$ cat config.mk
export PLATFORM = sky130hd
export DESIGN_NAME = led_trail_pwm_flat
export DESIGN_NICKNAME = d
export VERILOG_FILES = /design/src/rtl/led_trail_pwm_if.sv /design/src/rtl/led_trail_pwm.sv /design/src/flat_wrapper.sv
export SDC_FILE = /design/constraint.sdc
export NUM_CORES = 1
export LEC_CHECK = 0
export ABC_AREA = 1
export CAP_MARGIN = 20
export CORE_AREA = 2 2 116 118
export DETAILED_ROUTE_END_ITERATION = 7
export DIE_AREA = 0 0 118 120
export GPL_ROUTABILITY_DRIVEN = 1
export PLACE_DENSITY_LB_ADDON = 0.12
export RECOVER_POWER = 50
export SLEW_MARGIN = 20
export SYNTH_ARGS = -nofsm -noshare
export SYNTH_HDL_FRONTEND = slang
export SYNTH_SLANG_ARGS = --single-unit
$ cat constraint.sdc
create_clock -name i_clk -period 6.4 [get_ports i_clk]
set_input_delay 0.64 -clock i_clk [delete_from_list [all_inputs] [get_ports i_clk]]
set_output_delay 0.64 -clock i_clk [all_outputs]
set_load 0.005 [all_outputs]
$ cat src/rtl/led_trail_pwm_if.sv
// LED trail PWM bus
//
// Purpose: groups the walker pattern input and the PWM drive outputs of
// led_trail_pwm so that the stage can be connected with one port.
//
// Signals:
//   i_led        [7:0]  pattern from the LED walker (driven by the master)
//   o_led        [7:0]  PWM-modulated LED drive (driven by the slave)
//   o_decay_stb         one-cycle pulse per decay tick (driven by the slave)
//
// Modports:
//   master  - the side that supplies the pattern and observes the LEDs
//   slave   - the led_trail_pwm block itself
interface led_trail_pwm_if;
  logic [7:0] i_led;
  logic [7:0] o_led;
  logic       o_decay_stb;

  modport master (
    output i_led,
    input  o_led,
    input  o_decay_stb
  );

  modport slave (
    input  i_led,
    output o_led,
    output o_decay_stb
  );
endinterface

$ cat src/rtl/led_trail_pwm.sv
// led_trail_pwm
//
// Purpose: drives eight LEDs with per-LED PWM so that a walking light leaves
// a fading trail. An LED whose pattern bit is set is held at full brightness;
// once the bit clears its brightness drops by DECAY_STEP on every decay tick,
// saturating at zero.
//
// Parameters:
//   DECAY_PERIOD  clock cycles between decay ticks (2 .. 2^32-1)
//   DECAY_STEP    brightness removed per decay tick (1 .. 255)
//
// Ports:
//   i_clk        system clock, rising edge
//   i_reset      asynchronous active-high reset
//   bus.i_led    walker pattern, any bit combination accepted
//   bus.o_led    registered PWM drive, duty = brightness/256
//   bus.o_decay_stb registered one-cycle pulse per decay tick
module led_trail_pwm #(
  parameter logic [31:0] DECAY_PERIOD = 32'd100000,
  parameter logic [7:0]  DECAY_STEP   = 8'd16
) (
  input  logic            i_clk,
  input  logic            i_reset,
  led_trail_pwm_if.slave  bus
);

  logic [31:0] dcnt_reg;
  logic [7:0]  pcnt_reg;
  logic        stb_reg;
  logic        tick;
  logic [7:0]  led_bits;

  // Decay tick is the last count of the decay timer; it is used
  // combinationally by the brightness registers on the same edge that
  // wraps the timer.
  assign tick = (dcnt_reg == (DECAY_PERIOD - 32'd1));

  always_ff @(posedge i_clk or posedge i_reset) begin
    if (i_reset) begin
      dcnt_reg <= 32'd0;
      stb_reg  <= 1'b0;
    end else if (tick) begin
      dcnt_reg <= 32'd0;
      stb_reg  <= 1'b1;
    end else begin
      dcnt_reg <= dcnt_reg + 32'd1;
      stb_reg  <= 1'b0;
    end
  end

  // Free-running PWM phase; deliberately not aligned to the decay timer.
  always_ff @(posedge i_clk or posedge i_reset) begin
    if (i_reset) begin
      pcnt_reg <= 8'd0;
    end else begin
      pcnt_reg <= pcnt_reg + 8'd1;
    end
  end

  generate
    for (genvar gi = 0; gi < 8; gi++) begin : g_led
      logic [7:0] br_reg;
      logic [7:0] br_next;
      logic       lit_reg;

      // Pattern bit overrides decay, so an LED that is still lit on a tick
      // edge stays at full brightness.
      always_comb begin
        br_next = br_reg;
        if (bus.i_led[gi]) begin
          br_next = 8'hFF;
        end else if (tick) begin
          br_next = (br_reg > DECAY_STEP) ? (br_reg - DECAY_STEP) : 8'h00;
        end
      end

      always_ff @(posedge i_clk or posedge i_reset) begin
        if (i_reset) begin
          br_reg  <= 8'h00;
          lit_reg <= 1'b0;
        end else begin
          br_reg  <= br_next;
          // Compare uses the pre-edge brightness and PWM phase, so a new
          // brightness shows on the LED one edge after it is loaded.
          lit_reg <= (br_reg > pcnt_reg);
        end
      end

      assign led_bits[gi] = lit_reg;
    end
  endgenerate

  assign bus.o_led       = led_bits;
  assign bus.o_decay_stb = stb_reg;

endmodule
$ cat src/flat_wrapper.sv
// flat-port wrapper written by rule: the top's interface ports become plain ports
module led_trail_pwm_flat 
#(
  parameter logic [31:0] DECAY_PERIOD = 32'd100000,
  parameter logic [7:0]  DECAY_STEP   = 8'd16
)
  (i_clk, i_reset, bus_i_led, bus_o_led, bus_o_decay_stb);
  led_trail_pwm_if bus_i ();
  input  logic i_clk;
  input  logic i_reset;
  input wire logic [$bits(bus_i.i_led)-1:0] bus_i_led;
  output wire logic [$bits(bus_i.o_led)-1:0] bus_o_led;
  output wire logic [$bits(bus_i.o_decay_stb)-1:0] bus_o_decay_stb;
  assign bus_i.i_led = bus_i_led;
  assign bus_o_led = bus_i.o_led;
  assign bus_o_decay_stb = bus_i.o_decay_stb;
  led_trail_pwm #(.DECAY_PERIOD(DECAY_PERIOD), .DECAY_STEP(DECAY_STEP)) u_core (.i_clk(i_clk), .i_reset(i_reset), .bus(bus_i));
endmodule
== Word-level counts from Yosys, hierarchy flattened ==
Cells that the tools add are included.
W data, S select, Z words.

* Bitwise gates (word level): 0
* Reduce and logical (&&, ||, !) cells: 8
* Multiply operators: 0
* Multiplexer cells: 26
* Add/sub/neg operators: 10
* Order comparisons: 16
* Shift-type cells: 0
* Divide/modulo/power cells: 0
* Equal/unequal tests: 1

{| class="wikitable"
|+ Operators with widths
! kind !! number
|-
| $mux W8 || 24
|-
| $gt A8 B5 Y1 const B || 8
|-
| $gt A8 B8 Y1 || 8
|-
| $sub A8 B5 Y8 const B || 8
|-
| $add A32 B1 Y32 const B || 1
|-
| $eq A32 B17 Y1 const B || 1
|-
| $mux W32 || 1
|-
| $reduce_bool A2 Y1 || 8
|-
| $add A8 B1 Y8 const B || 1
|-
| $mux W1 || 1
|}

* Memories: 0
* Register bits after elaboration: 113
* Latch bits: 0
* Bits in read-only memories: 0
* Word-level logic and storage cells: 80
* Input port bits: 10
* Bits in writable memories: 0

== Logic depth before layout (Yosys ltp) ==
Gate-level depths: netlist (run 1).

* Word-level depth: 4
* Mapped depth: 10
* Mapped depth without buffers: 9

== Least setup slack after synthesis (run 1) ==
No wires, ideal clock.

* Path kind: register -> register
* From: register u_core.dcnt_reg[0]
* To: register u_core.g_led[0].br_reg[6]
* Library setup time: 0.127 ns
* Buffers on the path: 1
* Required time: 6.273 ns
* Slack: 4.844 ns
* Arrival time: 1.428 ns
* Cell stages (with the launch flop): 10
* Cell sequence: dfrtp_1 ha_1 nand2_2 nor2_2 nand2_2 nor2_8 nand2_4 buf_6 nand2_1 nand3_1

* Longest elaborated chain between the ends: 2

{| class="wikitable"
|+ RTL lines
! what !! line !! text
|-
| start: declaration || led_trail_pwm.sv:27 || <nowiki>logic [31:0] dcnt_reg;</nowiki>
|-
| start signal: assignment || led_trail_pwm.sv:46 || <nowiki>dcnt_reg <= dcnt_reg + 32'd1;</nowiki>
|-
| $eq A32 B17 Y1 || led_trail_pwm.sv:36 || <nowiki>assign tick = (dcnt_reg == (DECAY_PERIOD - 32'd1));</nowiki>
|-
| $reduce_bool A2 Y1 (no line) || -- ||
|-
| end signal: assignment || led_trail_pwm.sv:82 || <nowiki>br_reg <= br_next;</nowiki>
|-
| end: declaration || led_trail_pwm.sv:62 || <nowiki>logic [7:0] br_reg;</nowiki>
|}

Every way passes these cells.
A chain may end at the register's enable or synchronous reset.

== Worst setup path after layout (run 1) ==
* From: register u_core.dcnt_reg[0]
* To: register u_core.dcnt_reg[5]

* Longest elaborated chain between the ends: 2
* Elaborated cells on any way between the ends: 3

{| class="wikitable"
|+ RTL lines
! what !! line !! text
|-
| $add A32 B1 Y32 or $eq A32 B17 Y1 (tied branches) || led_trail_pwm.sv:46, led_trail_pwm.sv:36 ||
|-
| $mux W32 (*) || led_trail_pwm.sv:42 || <nowiki>end else if (tick) begin</nowiki>
|}

Mark *: on every way between the ends. The rest lies on a longest branch, timed or not.

==> impl_metrics.yaml, run 1 <==
cts:
  numCtsBuffers: 9
  ctsResizeCount: 0
  clk_pin_slew_ns: 0.07
  clk_latency_ns: 0.36
  cts_htree_levels: 3
  post-cts-setup-buffer-count: 0
  cts_hold_buf: 0
  cts.sinks: 89
  root_buffer: "clkbuf_16"
  cts_buffer_depth: 2
  cts_tree: "yes"
timing:
  rsz0062_at_grt: "false"
  min_period_over_period_pct: 60.1
  tns_ns: 0
  final.hold.worst_slack_ns: 0.501
  hold_viol: 0
  slew_headroom_pct: -27.0
  finalSetupViolCount: 0
  layout_min_cycle_time_ns: 3.85
  clock_skew_ns: 0.0101
  fmax_mhz: 260
  worst_pin_slew_ns: 1.90
  slew_viol_final: 26
critical_path:
  crit_start: "u_core.dcnt_reg[0]"
  timing.rr.end: "u_core.dcnt_reg[5]"
  crit_type: "flip-flop to flip-flop"
  crit_end: "u_core.dcnt_reg[5]"
  critPathSlowestCell: "nor2_1"
  ff2ff_path_depth: 8
  critPathCaptureType: "flip-flop"
  arrival_ns: 4.09
  crit_chain: "ha_1 -> nand2_1 -> nor2_1 -> nand2_2 -> nor2_1 -> nand2_1 -> o21ai_0 -> nor2_1"
  required_ns: 6.64
  slowest_delay_ns: 1.42
  start_kind: "flip-flop"
  cp_max_fo: 25
  rr_startpoint: "u_core.dcnt_reg[0]"
  r2r_slack_ns: 2.55
  cp_common_cell: "nor2_1"
synthesis:
  synth_top_family_by_area: "simple AND/OR/NAND/NOR gates"
  synth_compound_area_share_pct: 5.18
  syn_area_per_cell_um2: 7.29
  synth-seq-cells: 89
  syn-cell-area_um2: 6480
  synth_top_area_share_pct: 34.4
  synth_top_cell_by_area: "dfrtp_1"
  syn_nets: 981
  yosysMostFrequentCell: "nand2_1"
  synth_edf_count: 0
  synth_common_cells: "251 x nand2_1, 117 x inv_1, 104 x nor2_1, 89 x dfrtp_1, 82 x ha_1"
  synth-seq-area-share_pct: 34.4
  synthMuxAreaShare_pct: 0
  synthSimpleGateAreaFrac_pct: 31.5
  synthAdderAreaFrac_pct: 15.8
  ys_types: 24
  synth_cells: 889
  async_flop_share_pct: 100
  synth_xor_area_share_pct: 4.06
  yosysWarnings: 0
  synth_ff_type: "dfrtp_1"
  yosys-top-cells-area: "dfrtp_1 34%, ha_1 16%, nand2_1 15%, inv_1 6.8%, nand3_1 6.1%"
detailed_routing:
  viasPerCell: 5.13
  ant_nets: 0
  vias: 5562
  drc: 0
  drtIter0Drc: 315
  detail_route.wirelength_um: 14800
  firstDrtPassIters: 5
  wl_per_cell_um: 13.6
die:
  die-height_um: 120
  die_x_um: 118
  core.rowCount: 42
  core-area_um2: 13000
  design.die.area_um2: 14200
  ios: 19
  start_util_pct: 49.9
final_layout:
  num_antenna_cells: 0
  largest_reg_flops: 40
  stdcell_area_um2: 7040
  drive_gt1_share_pct: 3.63
  finalNetCount: 996
  area_growth_pct: 8.62
  instances_no_fill: 1085
grt:
  grt_pass1_vias: 5289
  antenna_found_initial: 0
  grt_pass1_wl_um: 24700
  grt-ovfl-total: 0
  grt_max_degree: 65
  grt_usage_pct: 21.8
power_and_ir_drop:
  ir_drop_v: 0.000130
  p_leak_nw: 3.51
  p_per_area_nw_per_um2: 182
  total_power_mw: 1.28
placed_design:
  place_congestion: 0.869
  dpl_cell_area_um2: 6770
  dp_cells: 1069
  post-dp-hpwl_um: 10600
  portBuffers: 18
job:
  max-cap-violations: 1
status:
  status: "finished, violations left"
  violations: "capacitance limit, slew limit"
worst_hold_path:
  holdCritPathClass: "flip-flop to flip-flop"
==> power by group <==
part	internal, mW	switching, mW	leakage [nW]
Combinational	0.0494	0.0621	2.34
Sequential	0.580	0.0207	1.01
Clock	0.327	0.242	0.157
==> per-stage QoR <==
stage               util [%]  setup slack, ns
finish                  54.2             2.55
global route            54.2             2.15
global placement        52.1             4.15
detailed placement      52.1             4.10
CTS                     54.6             4.35
floorplan                  -             3.45
==> per-layer routing <==
metal  vias to the layer above  GRT usage, %  share of wire (%)  routed length, um
li1                       2856             -                  -                  -
met1                      2592          27.1                 46               6740
met2                        91          38.3                 49               7180
met3                        23          2.71                3.2                473
met4                         0          9.34                2.5                369
met5                         -             0                  0                  0
==> cell type report <==
type,instances,area (um^2)
clock buffers,11,253
repair buffers,19,188
well taps,176,220
inverters,125,470
flip-flops and latches,89,2230
multi-input cells,660,3620
fillers,1263,5940
clock inverters,5,61.3
==> how the worst min path moves through the flow <==
| stage | startpoint | endpoint | slack, ns | depth (start not counted) |
|---|---|---|---|---|
| 5_1_grt | u_core.pcnt_reg[6] | u_core.pcnt_reg[6] | 0.52 | 1 |
| 4_1_cts | u_core.pcnt_reg[5] | u_core.pcnt_reg[5] | 0.50 | 1 |
| 3_3_place_gp | u_core.pcnt_reg[5] | u_core.pcnt_reg[5] | 0.48 | 1 |
| 6_report | u_core.pcnt_reg[5] | u_core.pcnt_reg[5] | 0.50 | 1 |
| 2_1_floorplan | u_core.dcnt_reg[30] | u_core.dcnt_reg[30] | 0.46 | 2 |
| 3_5_place_dp | u_core.pcnt_reg[5] | u_core.pcnt_reg[5] | 0.49 | 1 |
==> critical path: cells and delay by family, from the launching register on <==
kind                     cells  cell delay (ns)
adder cells (fa/ha/maj)      1             0.25
flip-flops                   1             0.43
AO/OA/AOI/OAI                1             0.31
AND/OR/NAND/NOR              6             2.73
==> layout by cell type, fill, tap and decap left out, types with 15 or more instances in the layout <==
cell type,synthesis,routed
o21ai_0,28,28
xor2_1,15,15
nand2_1,251,254
nor3_1,21,21
ha_1,82,82
xnor2_1,15,15
a21oi_1,39,39
inv_1,117,117
nand3_1,79,79
dfrtp_1,89,89
nor2_1,104,108
==> kinds of logic after synthesis <==
kind of cell             after synthesis
AO/OA/AOI/OAI                         67
XOR/XNOR                              30
adder cells (fa/ha/maj)               82
buffers and inverters                140
flip-flops                            89
AND/OR/NAND/NOR                      481
Power figures use the tool's default switching activity.
==> run 2: changes to the inputs <==
Clock period 6.4 ns to 3.5 ns, I/O delays scaled along.
==> run 2 against run 1 <==
Combinational power rose by 85%. The run still ends with capacitance limit, slew limit left. Highest routed layer unchanged. Critical path depth did not move. Sequential cell count did not move.
==> impl_metrics.yaml, run 2 (synthesis gave the netlist of run 1 again) <==
die:
  design.die.area_um2: 14200
  core.rowCount: 42
  die-height_um: 120
  core-area_um2: 13000
  start_util_pct: 49.9
  ios: 19
  die_x_um: 118
critical_path:
  required_ns: 3.72
  path_delay_family: "simple AND/OR/NAND/NOR gates"
  ff2ff_path_depth: 8
  critPathCaptureType: "flip-flop"
  arrival_ns: 2.18
  timing.rr.end: "u_core.g_led[6].br_reg[6]"
  cp_common_cell: "nand2_2"
  start_kind: "flip-flop"
  slowest_delay_ns: 0.43
  crit_type: "flip-flop to flip-flop"
  critPathSlowestCell: "dfrtp_1"
  cp_max_fo: 25
  r2r_slack_ns: 1.54
  critPathBufInv: 0
  rr_startpoint: "u_core.dcnt_reg[0]"
  crit_chain: "ha_1 -> nand2_2 -> nor2_2 -> nand2_2 -> nor2_8 -> nand2_4 -> nand2_1 -> nand3_1"
final_layout:
  final_common_cell: "nand2_1"
  utilization_pct: 54.9
  final_cell_mix: "251 x nand2_1, 116 x inv_1, 104 x nor2_1, 89 x dfrtp_1, 82 x ha_1"
  largest_reg_flops: 40
  area_growth_pct: 10.0
  finalNetCount: 996
  drive_gt1_share_pct: 4.40
  num_antenna_cells: 0
power_and_ir_drop:
  p_per_area_nw_per_um2: 342
  ir_drop_v: 0.000190
  p_leak_nw: 3.60
grt:
  antenna_found_initial: 0
  grt_pass1_wl_um: 24900
  grt_max_degree: 53
  grt-ovfl-total: 0
  grt_usage_pct: 22.0
  grt_pass1_vias: 5328
worst_hold_path:
  min_from: "u_core.pcnt_reg[5]"
  holdCritPathClass: "flip-flop to flip-flop"
  holdPathEnd: "u_core.pcnt_reg[5]"
  holdPathStages: 1
placed_design:
  post-dp-hpwl_um: 10800
  place_ws_ns: 1.54
  place_congestion: 0.925
  portBuffers: 18
cts:
  clk_pin_slew_ns: 0.07
  root_buffer: "clkbuf_16"
  post-cts-setup-buffer-count: 0
  clk_latency_ns: 0.35
  ctsResizeCount: 0
  cts.sinks: 89
  cts_buffer_depth: 2
  cts_tree: "yes"
  cts_htree_levels: 3
  cts_hold_buf: 0
  numCtsBuffers: 9
timing:
  hold_viol: 0
  fmax_mhz: 511
  worst_pin_slew_ns: 1.78
  finalSetupViolCount: 0
  rsz0062_at_grt: "false"
  final.hold.worst_slack_ns: 0.499
  clock_skew_ns: 0.00896
  slew_viol_final: 38
  slew_headroom_pct: -19.6
  fin_ws_ns: 1.54
  layout_min_cycle_time_ns: 1.96
  min_period_over_period_pct: 55.9
  tns_ns: 0
detailed_routing:
  viasPerCell: 5.07
  ant_nets: 0
  drtIter0Drc: 255
  detail_route.wirelength_um: 14700
  wl_per_cell_um: 13.5
  firstDrtPassIters: 5
  drc: 0
  vias: 5504
status:
  status: "finished, violations left"
  violations: "capacitance limit, slew limit"
job:
  max-cap-violations: 1
run 2: cell count changes in the layout (fill, tap and decap cells not counted), sizes merged:
cell / delta
clkdlybuf4s50: +9
clkinv: -1
inv: -2
clkinvlp: +1
dlygate4sd3: -9
bufinv: +2
run 2: layout make-up:
type,count,area (um^2)
Fill cell,1251,5850
Clock buffer,11,243
Tap cell,176,220
Timing Repair Buffer,19,200
Multi-Input combinational cell,660,3660
Inverter,125,470
Sequential cell,89,2230
Clock inverter,5,103
run 2: routing by layer:
layer | global-route usage, % | routed length, um | vias up
met1 | 27.5 | 6720 | 2530
met3 | 2.57 | 451 | 26
li1 | - | - | 2851
met4 | 10.4 | 419 | 0
met2 | 38.2 | 7100 | 97
met5 | 0 | 0 | -
run 2: how the worst max path moves through the flow:
stage / startpoint / end / slack, ns / cells past startpoint
after detailed placement: u_core.dcnt_reg[0] / u_core.g_led[5].br_reg[4] / 1.54 / 8
after floorplan: i_reset / u_core.bus.o_decay_stb / 0.84 / 1
after global routing: i_reset / u_core.g_led[2].br_reg[4] / 1.36 / 3
after CTS: u_core.dcnt_reg[0] / u_core.g_led[5].br_reg[4] / 1.54 / 8
final: u_core.dcnt_reg[0] / u_core.g_led[6].br_reg[6] / 1.54 / 8
after global placement: u_core.dcnt_reg[0] / u_core.dcnt_reg[5] / 1.61 / 8
run 2: power breakdown:
group	leakage (nW)	internal [mW]	switching, mW
sequential	1.01	1.06	0.0368
combinational	2.42	0.0947	0.113
clock	0.166	0.717	0.416
run 2: through the flow:
| step | area, um^2 | cells | power [mW] |
|---|---|---|---|
| final | 7130 | 1085 | 2.44 |
| after global routing | 7130 | 1085 | 2.54 |
| after CTS | 7130 | 1085 | 2.46 |
| after detailed placement | 6780 | 1069 | 1.32 |
| after global placement | 6780 | 1069 | 1.32 |
| after floorplan | 6480 | 889 | 1.26 |
==> run 3: changes to the inputs <==
Clock period 3.5 ns to 1.8 ns, I/O delays scaled along.
==> run 3 against run 2 <==
Clock power increased by 75%. Sequential share of layout area is 0.40 points lower. Maximum frequency rose by 19%. Count of clock-buffer cells in the layout is 1 lower. Register-to-register slack got worse by 1.4 ns. The run now ends clean. Final cell count grew 1.3%. Setup slack lost 1.4 ns. Largest power group is now registers. Non-clock buffer count is 16 higher. Total power up 85%. Die area is the same.
==> impl_metrics.yaml, run 3 (synthesis gave the netlist of run 1 again) <==
critical_path:
  arrival_ns: 1.93
  start_kind: "flip-flop"
  r2r_slack_ns: 0.16
  cp_max_fo: 24
  critPathCaptureType: "flip-flop"
  crit_type: "flip-flop to flip-flop"
  required_ns: 2.09
grt:
  grt_pass1_vias: 5310
  grt_usage_pct: 21.9
  grt-ovfl-total: 0
  grt_max_degree: 90
  antenna_found_initial: 0
  grt_pass1_wl_um: 25000
cts:
  cts_tree: "yes"
  post-cts-setup-buffer-count: 0
  cts_hold_buf: 0
  cts.sinks: 89
  clk_latency_ns: 0.35
  clk_pin_slew_ns: 0.07
  cts_htree_levels: 3
  numCtsBuffers: 9
  root_buffer: "clkbuf_16"
  cts_buffer_depth: 2
  ctsResizeCount: 0
final_layout:
  num_antenna_cells: 0
  drive_gt1_share_pct: 5.74
  finalNetCount: 1012
  final_cell_mix: "251 x nand2_1, 116 x inv_1, 103 x nor2_1, 89 x dfrtp_1, 82 x ha_1"
  largest_reg_flops: 40
  area_growth_pct: 11.4
  final_common_cell: "nand2_1"
timing:
  tns_ns: 0
  slew_viol_final: 0
  clock_skew_ns: 0.00985
  rsz0062_at_grt: "false"
  finalSetupViolCount: 0
  hold_viol: 0
  layout_min_cycle_time_ns: 1.64
  min_period_over_period_pct: 91.2
  worst_pin_slew_ns: 1.24
  slew_headroom_pct: 17.6
  fmax_mhz: 609
  final.hold.worst_slack_ns: 0.489
  fin_ws_ns: 0.159
detailed_routing:
  firstDrtPassIters: 5
  drc: 0
  viasPerCell: 5.08
  vias: 5586
  ant_nets: 0
  wl_per_cell_um: 13.3
  drtIter0Drc: 330
  detail_route.wirelength_um: 14600
worst_hold_path:
  holdCritPathClass: "input port to flip-flop"
placed_design:
  place_ws_ns: 0.120
  portBuffers: 18
  place_congestion: 0.902
  post-dp-hpwl_um: 10900
die:
  core.rowCount: 42
  design.die.area_um2: 14200
  start_util_pct: 49.9
  die-height_um: 120
  core-area_um2: 13000
  die_x_um: 118
  ios: 19
power_and_ir_drop:
  p_per_area_nw_per_um2: 626
  ir_drop_v: 0.000351
  p_leak_nw: 3.64
job:
  max-cap-violations: 0
status:
  status: "complete, no violations"
run 3: layout make-up:
class	count	area, um^2
Fill cell	1251	5760
Multi-Input combinational cell	660	3670
Sequential cell	89	2230
Inverter	125	473
Timing Repair Buffer	35	325
Clock buffer	10	229
Tap cell	176	220
Clock inverter	4	70.1
run 3: power breakdown:
| part | internal, mW | switching [mW] | total (mW) |
|---|---|---|---|
| clock | 1.20 | 0.787 | 1.98 |
| combinational | 0.181 | 0.218 | 0.398 |
| sequential | 2.06 | 0.0727 | 2.13 |
run 3: metal layers:
| metal | wire, um | GRT usage (%) | up-vias | share of wire [%] |
|---|---|---|---|---|
| met3 | 471 | 2.28 | 23 | 3.2 |
| li1 | - | - | 2879 | - |
| met5 | 0 | 0 | - | 0 |
| met4 | 318 | 8.58 | 0 | 2.2 |
| met1 | 6820 | 28.3 | 2589 | 47 |
| met2 | 7040 | 37.6 | 95 | 48 |
run 3: critical path: stages, from the launching register on:
cell	delay, ns
dfrtp_1	0.36
ha_1	0.19
nand2_2	0.09
nor2_4	0.19
nand3_2	0.12
nor2_4	0.18
nand2_8	0.15
nand2_1	0.16
nand2_1	0.06
nand2_1	0.06
run 3: final timing paths:
| path | depth (start not counted) | from | to |
|---|---|---|---|
| max reg2reg | 9 | u_core.dcnt_reg[1] | u_core.g_led[4].br_reg[5] |
| max in group asynchronous | 3 | i_reset | u_core.g_led[2].br_reg[6] |
| min reg2reg | 1 | u_core.pcnt_reg[6] | u_core.pcnt_reg[6] |
| min in group asynchronous | 3 | i_reset | u_core.g_led[6].br_reg[2] |
| max | 9 | u_core.dcnt_reg[1] | u_core.g_led[4].br_reg[5] |
| min | 3 | bus_i_led[6] | u_core.g_led[6].br_reg[2] |
run 3: metrics by stage:
step | power (mW) | std cells | cell area (um^2) | util, %
CTS | 4.58 | 1099 | 7230 | 55.7
global placement | 2.56 | 1085 | 6930 | 53.4
finish | 4.52 | 1099 | 7220 | 55.6
global route | 4.73 | 1099 | 7220 | 55.6
detailed placement | 2.58 | 1085 | 6930 | 53.4
floorplan | 2.46 | 889 | 6480 | -
